[src/rtl/rst_seq.sv]
// Staged reset sequencer: releases STAGES reset domains one per HOLD_CYCLES,
// and re-asserts them one per cycle (highest first) on a soft-reset request.
module rst_seq #(
  parameter int STAGES      = 4,
  parameter int HOLD_CYCLES = 16
) (
  input  logic              clk,
  input  logic              rst,
  input  logic              ext_rst_req,
  output logic [STAGES-1:0] rst_out,
  output logic              ready,
  output logic              busy
);
  localparam int CW = $clog2(HOLD_CYCLES + 1);
  localparam int IW = $clog2(STAGES + 1);
  localparam logic [CW-1:0] CNT_LAST = CW'(HOLD_CYCLES - 1);
  localparam logic [IW-1:0] IDX_LAST = IW'(STAGES - 1);

  typedef enum logic [1:0] {ASSERT, RELEASE, DONE, DRAIN} state_t;

  state_t            state;
  logic [CW-1:0]     cnt;
  logic [IW-1:0]     idx;
  logic [STAGES-1:0] sel;
  logic              hold_done;

  // One-hot of the stage index; avoids a variable bit-select wider than rst_out.
  always_comb begin
    sel = '0;
    for (int i = 0; i < STAGES; i++) sel[i] = (idx == IW'(i));
  end

  assign hold_done = (cnt == CNT_LAST);

  always_ff @(posedge clk or negedge rst) begin
    if (!rst) begin
      state   <= ASSERT;
      cnt     <= '0;
      idx     <= '0;
      rst_out <= '1;
      ready   <= 1'b0;
      busy    <= 1'b1;
    end else begin
      case (state)
        ASSERT: begin
          if (ext_rst_req) begin
            cnt     <= '0;
            rst_out <= '1;
          end else if (hold_done) begin
            cnt        <= '0;
            idx        <= IW'(1);
            rst_out[0] <= 1'b0;
            if (STAGES == 1) begin
              state <= DONE;
              ready <= 1'b1;
              busy  <= 1'b0;
            end else begin
              state <= RELEASE;
            end
          end else begin
            cnt <= cnt + 1'b1;
          end
        end
        RELEASE: begin
          if (ext_rst_req) begin
            state   <= ASSERT;
            cnt     <= '0;
            idx     <= '0;
            rst_out <= '1;
          end else if (hold_done) begin
            cnt     <= '0;
            idx     <= idx + 1'b1;
            rst_out <= rst_out & ~sel;
            if (idx == IDX_LAST) begin
              state <= DONE;
              ready <= 1'b1;
              busy  <= 1'b0;
            end
          end else begin
            cnt <= cnt + 1'b1;
          end
        end
        DONE: begin
          if (ext_rst_req) begin
            ready <= 1'b0;
            busy  <= 1'b1;
            // A single domain has nothing to drain; go straight back to ASSERT.
            if (STAGES == 1) begin
              state   <= ASSERT;
              cnt     <= '0;
              idx     <= '0;
              rst_out <= '1;
            end else begin
              state               <= DRAIN;
              idx                 <= IDX_LAST;
              rst_out[STAGES-1]   <= 1'b1;
            end
          end
        end
        DRAIN: begin
          // idx names the lowest bit already set; set the one below it.
          cnt     <= '0;
          idx     <= idx - 1'b1;
          rst_out <= rst_out | (sel >> 1);
          if (idx == IW'(1)) begin
            state <= ASSERT;
            idx   <= '0;
          end
        end
        default: begin
          state   <= ASSERT;
          cnt     <= '0;
          idx     <= '0;
          rst_out <= '1;
          ready   <= 1'b0;
          busy    <= 1'b1;
        end
      endcase
    end
  end
endmodule

[config.mk]
export PLATFORM = sky130hd
export DESIGN_NAME = rst_seq
export DESIGN_NICKNAME = d
export VERILOG_FILES = /design/src/rtl/rst_seq.sv
export SDC_FILE = /design/constraint.sdc
export NUM_CORES = 1
export LEC_CHECK = 0
export BUFFER_PORTS_ARGS = -buffer_cell sky130_fd_sc_hd__buf_2
export CAP_MARGIN = 10
export CORE_MARGIN = 2
export CORE_UTILIZATION = 60
export DETAILED_ROUTE_END_ITERATION = 10
export PLACE_DENSITY_LB_ADDON = 0.15
export SLEW_MARGIN = 20
export SYNTH_ARGS = -nofsm -noshare
export SYNTH_HDL_FRONTEND = slang
export SYNTH_SLANG_ARGS = --single-unit
[constraint.sdc]
create_clock -name clk -period 3.2 [get_ports clk]
set_clock_uncertainty 0.15 [all_clocks]
set_input_delay 0.16 -clock clk [delete_from_list [all_inputs] [get_ports clk]]
set_output_delay 0.16 -clock clk [all_outputs]
set_load 0.02 [all_outputs]
==> results of run 1 <==
## kinds of logic after synthesis
family	Yosys count
AO/OA/AOI/OAI	32
AND/OR/NAND/NOR	32
flip-flops	16
buffers and inverters	14
adder cells (fa/ha/maj)	7
XOR/XNOR	3
multiplexers	1
## layout by cell type (no fill, tap or decap), types with 3 or more instances in the layout
cell      count
dfstp_2       5
a21oi_1       9
o21ai_0      10
clkbuf_4      3
nor2_1        6
nand2_1      15
buf_2         8
ha_1          7
inv_1         8
dfrtp_1      11
xnor2_1       3
## repair_timing
| item | CTS | global route |
|---|---|---|
| endpoints found under the hold margin | 16 | 0 |
| hold buffers | 1 | 0 |
| gates resized for setup | 0 | 0 |
## area by class of cell
type | count | share of cell area, %
Timing Repair Buffer | 9 | 4.94
Tap cell | 16 | 1.98
Multi-Input combinational cell | 75 | 47.4
Sequential cell | 16 | 40.1
Clock buffer | 4 | 2.59
Inverter | 8 | 2.96
## registers in the layout (all words and copies together), names as in the netlist, named ones only
| name | flops |
|---|---|
| state | 1 |
| cnt | 5 |
| idx | 3 |
| rst_out | 4 |
| ready | 1 |
| busy | 1 |
## where the power goes
part           switching [mW]  internal, mW
registers              0.0689         0.246
logic                   0.138         0.111
clock network          0.0653        0.0486
## worst max path at each step
stage                      end  startpoint  slack, ns  cells after the start
floorplan           rst_out[0]      cnt[0]       1.68                      4
global placement    rst_out[0]      idx[1]       1.50                      6
finish              rst_out[0]      idx[1]       1.49                      6
CTS                     idx[1]      idx[0]       1.49                      5
detailed placement      idx[1]      idx[0]       1.51                      5
global route        rst_out[0]      idx[1]       1.30                      6
## per-layer routing
layer,share of wire (%),routed length (µm),vias to the layer above,GRT usage (%)
li1,-,-,387,-
met1,47,881,366,31.0
met2,45,854,26,34.7
met3,5.4,101,5,2.92
met4,2.2,42,0,13.3
met5,0,0,-,0
## per-stage QoR
stage	utilization (%)	hold WS, ns	total power, mW	instances
finish	67.3	0.0723	0.678	128
global route	67.3	0.0993	0.732	128
CTS	67.3	0.0629	0.680	128
detailed placement	64.9	-0.0546	0.561	123
global placement	64.9	-0.0571	0.557	123
floorplan	-	-0.286	0.514	105
## tightest hold or removal path: stages
cell,delay [ns]
buf_2,0.17
a21oi_1,0.14
a21oi_1,0.05
==> run metrics, run 1 <==
max-cap check violation count 0; Cells on Worst Hold Path 3; number of design-rule violations left by the first detailed-router iteration 32; via count of the first global-routing pass 727; end point of the worst hold path rst_out[3]; average size of a mapped cell 9.13 µm²; Sequential Area about 410 µm²; overflow left after global routing 0; clock transition time at the flip-flop clock pins of the worst setup and hold paths 0.09 ns; wire length per cell 14.7 µm; endpoint of the lowest-slack register-to-register path rst_out[0]; count of buffers inserted at the top-level ports 8; launch instance of the worst min-delay path ext_rst_req; highest fanout seen on the critical path 4; number of nets still failing antenna checks after routing 0; antenna violations before repair 0; placeable core region 0.00151 mm²; synthesized-area fraction occupied by and/or/nand/nor cells between 10% and 20%; post-synthesis mux area share 1.17%; Hold Path Class in2reg; slew at the pin closest to its max-slew limit ~0.52 ns; post-synth net total 115; Leakage 0.489 nW; overall routed net length 1.88 mm; endpoint class of the critical path flop; row count 14; max-slew violations 0; count leader, synth nand2_1; Final Hold Viols 0; overall die height 44.0 µm; Bufs on Longest Clock Path 2; arrival time reported for the critical path endpoint between 1.5 and 2 ns; layout-stage area growth over the synthesis result 5.74%; number of library cell types mapped by synthesis 32; ys async rst share 100%; fraction of the mapped netlist area in compound gates 20.5%; Most used DFF post-synth dfrtp_1; multi-input combinational cell area around 480 µm²; Synthesis Warnings 0; Required @ worst endpoint 3.29 ns; startpoint of the worst-slack reg-to-reg timing path idx[1]; Critical Path Max Stage Delay 0.42 ns; sequential area share after synthesis 42.4%; number of nets in the finished design around 120; top cells by instance count after synthesis nand2_1 (15), dfrtp_1 (11), o21ai_0 (10); worst r2r path cells 6; CTS Buf Count 3; cell area after synthesis roughly 960 µm²; largest family of logic cells by synthesized area compound AO/OA/AOI/OAI gates; Total Die Area 0.00193 mm²; Root Driver clkbuf_4; critical path start-end classification reg2reg; adder and majority cell fraction of the synthesized area 9.14%; iteration count of the initial detailed-routing pass 4; worst path bufs/invs 1; routed vias between 700 and 800; XOR/XNOR share of the synthesized area 2.74%; synthesized instance count 105; post-DR vias/cell 6.13; register bit total from synthesis 16; crit-path leading delay family simple AND/OR/NAND/NOR gates; min cycle time layout around 1.7 ns; share of the clock period used by the worst path after layout 53.4%; register-to-register setup slack about 1.5 ns; instance area at placement 977 µm²; design area 0.00101 mm²; least setup slack across all paths after layout 1.49 ns; dominant cell type by area after synthesis dfrtp_1; initial core utilization between 60% and 70%; antenna cells 0; Power Dens Cells about 670 mW/mm²; RSZ-0062 raised after global routing no; Post-synth EDFFs 0; Worst setup SP type flop; Final Wtd Congestion around 0.85; clock sink count 16; Post-CTS Setup Repair Bufs 0; post-placement worst setup slack 1.51 ns; chip width 44.0 µm; detailed-route DRC error count 0; layout cells sized above 1 16.1%; H-tree level count 1; top cell type's share of synthesized area 28.7%; wire length of the first global-routing pass 3.19 mm; biggest area contributors in the synthesized netlist dfrtp_1 (29%), dfstp_2 (14%), ha_1 (9.1%); crit-path cells inv_1 -> ha_1 -> nor2b_1 -> nand2_1 -> a31oi_1 -> o31a_1; Total Neg Setup Slack 0 ns; half-perimeter wire length after detailed placement roughly 1.4 mm; highest clock rate 586 MHz; master of the slowest instance on the critical path dfrtp_1; Layout fillers 132; IR drop worst, VDD 0.383 mV; Top-Level Pins 9; count of final setup violators 0; CTS tree yes; overall global routing resource usage a little under a quarter; tightest slew margin relative to the limit 65.6%; largest net degree at the start of global routing 18; later-pin clock latency in the skew report about 0.29 ns; run status finished, final reports clean
No activity file was read; power rests on OpenSTA's default activity.
==> run 2: changes to the inputs <==
ABC_AREA = 1   (was unset)
CORE_UTILIZATION = 51   (was 60)
clock period = 1.4 ns   (was 3.2 ns; I/O delays follow)
==> run metrics, run 2 <==
run status complete, but fails checks; violations in the final reports setup timing; Worst setup SP type flop; initial core utilization 52.6% (-11 points); CTS Buf Count 3 (unchanged); CTS tree yes; placed cell count 171 (+39%); Bufs on Longest Clock Path 2 (unchanged); register with the most flip-flops cnt; Root Driver clkbuf_4; largest registers ranked by flip-flop count cnt: 5 flops, rst_out: 4 flops, idx: 3 flops; Finished Core Util 70.9% (+3.6 points); sequential area share after synthesis 40.7% (-1.8 points); overflow left after global routing 0 (unchanged); Hold WS 0.0831 ns (+0.0107 ns); critical path start-end classification reg2reg; share of the clock period used by the worst path after layout 104% (+50 points); Power Dens Cells 1380 mW/mm² (+110%); Total Die Area 0.00233 mm² (+21%); post-placement worst setup slack -0.0646 ns (-1.58 ns); clock transition time at the flip-flop clock pins of the worst setup and hold paths 0.11 ns (+0.02 ns); highest-count cells in the layout ignoring fill and taps nand2_1 (32), buf_4 (18), inv_2 (9), dfrtp_1 (9); ys async rst share 100% (unchanged); least setup slack across all paths after layout -0.0507 ns (-1.54 ns); Leakage 0.659 nW (+35%); tightest slew margin relative to the limit 73.1% (+7.5 points); post-DR vias/cell 5.07 (-17%); post-synth net total 132 (+15%); overall routed net length 2.33 mm (+24%); Top-Level Pins 9 (unchanged); Synthesis Warnings 0 (unchanged); later-pin clock latency in the skew report 0.30 ns (about the same); cell area after synthesis 1000 µm² (+4.3%); min cycle time layout 1.45 ns (-0.257 ns); clock sink count 16 (unchanged); Final Wtd Congestion 0.876 (+3.6%); count of buffers inserted at the top-level ports 8 (unchanged); highest fanout seen on the critical path 4 (unchanged); Most used DFF post-synth dfrtp_1; top cells by instance count after synthesis nand2_1 (35), dfrtp_1 (11), inv_1 (9); largest net degree at the start of global routing 17 (-1); RSZ-0062 raised after global routing yes; H-tree level count 1 (unchanged); average size of a mapped cell 8.19 µm² (-10%); wire length of the first global-routing pass 3.60 mm (+13%); Hold Path Class in2async; highest clock rate 689 MHz (+18%); detailed-route DRC error count 0 (unchanged); dominant cell type by area after synthesis dfrtp_1; biggest area contributors in the synthesized netlist dfrtp_1 (28%), dfstp_2 (13%), nand2_1 (13%); count of final setup violators 4 (+4); arrival time reported for the critical path endpoint 1.50 ns (-0.29 ns); Final Hold Viols 0 (unchanged); most common cell after layout, fill and taps aside nand2_1; overall die height 48.3 µm (+9.8%); multi-input combinational cell area 603 µm² (+26%); overall global routing resource usage 22.6% (-0.19 points); via count of the first global-routing pass 846 (+16%); routed vias 918 (+17%); number of flip-flops in the largest register 5 (unchanged); iteration count of the initial detailed-routing pass 4 (unchanged); Total Power 1.86 mW (+180%); Non-Filler Instances 181 (+41%); layout cells sized above 1 47.4% (+31 points); slew at the pin closest to its max-slew limit 0.403 ns (-0.113 ns); number of library cell types mapped by synthesis 24 (-25%); half-perimeter wire length after detailed placement 1.57 mm (+16%); antenna cells 0 (unchanged); Post-synth EDFFs 0 (unchanged); Layout fillers 145 (+9.8%); max-cap check violation count 0 (unchanged); number of nets in the finished design 165 (+34%); Required @ worst endpoint 1.44 ns (-1.85 ns); max-slew violations 0 (unchanged); endpoint class of the critical path flop; number of nets still failing antenna checks after routing 0 (unchanged); row count 16 (+2); Sequential Area 409 µm² (+0.62%); top cell type's share of synthesized area 27.5% (-1.2 points); count leader, synth nand2_1; chip width 48.3 µm (+9.8%); antenna violations before repair 0 (unchanged); number of design-rule violations left by the first detailed-router iteration 25 (-22%); synthesized instance count 122 (+16%); wire length per cell 12.9 µm (-12%); placeable core region 0.00190 mm² (+26%); IR drop worst, VDD 0.892 mV (+130%); layout-stage area growth over the synthesis result 34.9%; register bit total from synthesis 16 (unchanged)
-- run 2: changes by cell type after synthesis, moves of 5 or more --
| cell | previous run | this run |
|---|---|---|
| inv_2 | 0 | 7 |
| nand2_1 | 15 | 35 |
| nand2_2 | 0 | 6 |
| nand3_1 | 2 | 7 |
| o21ai_0 | 10 | 5 |
| o21ai_1 | 1 | 6 |
-- run 2: report_power, final --
group,total [mW],internal [mW],switching (mW)
clock network,0.323,0.159,0.165
registers,0.650,0.558,0.0914
logic,0.891,0.395,0.497
total,1.86,1.11,0.753
-- run 2: layout make-up --
| type | instances | share of cell area, % |
|---|---|---|
| inverter | 16 | 4.45 |
| clock buffer | 4 | 2.69 |
| timing repair buffer | 29 | 15.3 |
| multi-input combinational | 89 | 44.7 |
| tap | 27 | 2.50 |
| sequential | 16 | 30.3 |
-- run 2: kinds of logic after synthesis --
| kind of cell | Yosys count | synth area share (%) |
|---|---|---|
| simple gates | 60 | 30.4 |
| flops | 16 | 40.7 |
| buf+inv | 17 | 7.13 |
| compound gates | 19 | 10.4 |
| xor+xnor | 3 | 2.63 |
| fa+ha+maj | 7 | 8.76 |
-- run 2: metal layers --
layer	up-vias	track usage [%]	routed length (µm)
met3	5	3.70	63
li1	460	-	-
met1	437	29.6	1080
met5	-	0	0
met4	0	11.9	39
met2	16	35.5	1150
-- run 2: metrics by stage --
stage	setup TNS [ns]	instance area (µm²)
finish	-0.132	1350
global route	-0.954	1350
CTS	-0.0548	1330
detailed placement	-0.194	1180
global placement	-0.0845	1180
floorplan	0	1000
-- run 2: repair_timing --
action                     in CTS  in global routing
buffers inserted                3                  1
hold buffers                    2                  0
hold endpoints to repair       19                  0
gates resized for setup        15                  6
pin swaps                       8                  4
setup endpoints to repair       8                 15
-- run 2: worst max-delay path: stages, from the launching register on --
cell,delay [ns]
dfrtp_1,0.43
ha_2,0.22
ha_4,0.18
nor2_4,0.08
nand2_2,0.06
nand2_2,0.08
inv_2,0.04
nand3_2,0.06
nand2_1,0.05
-- run 2: worst paths after layout --
check	start	end	slack [ns]	depth (start not counted)
max	idx[0]	state[0]	-0.05	8
min reg2reg	rst_out[3]	rst_out[3]	0.31	2
min	rst	ready	0.08	2
max in group asynchronous	rst	rst_out[1]	0.69	2
min in group clk	ext_rst_req	cnt[4]	0.11	5
max reg2reg	idx[0]	state[0]	-0.05	8
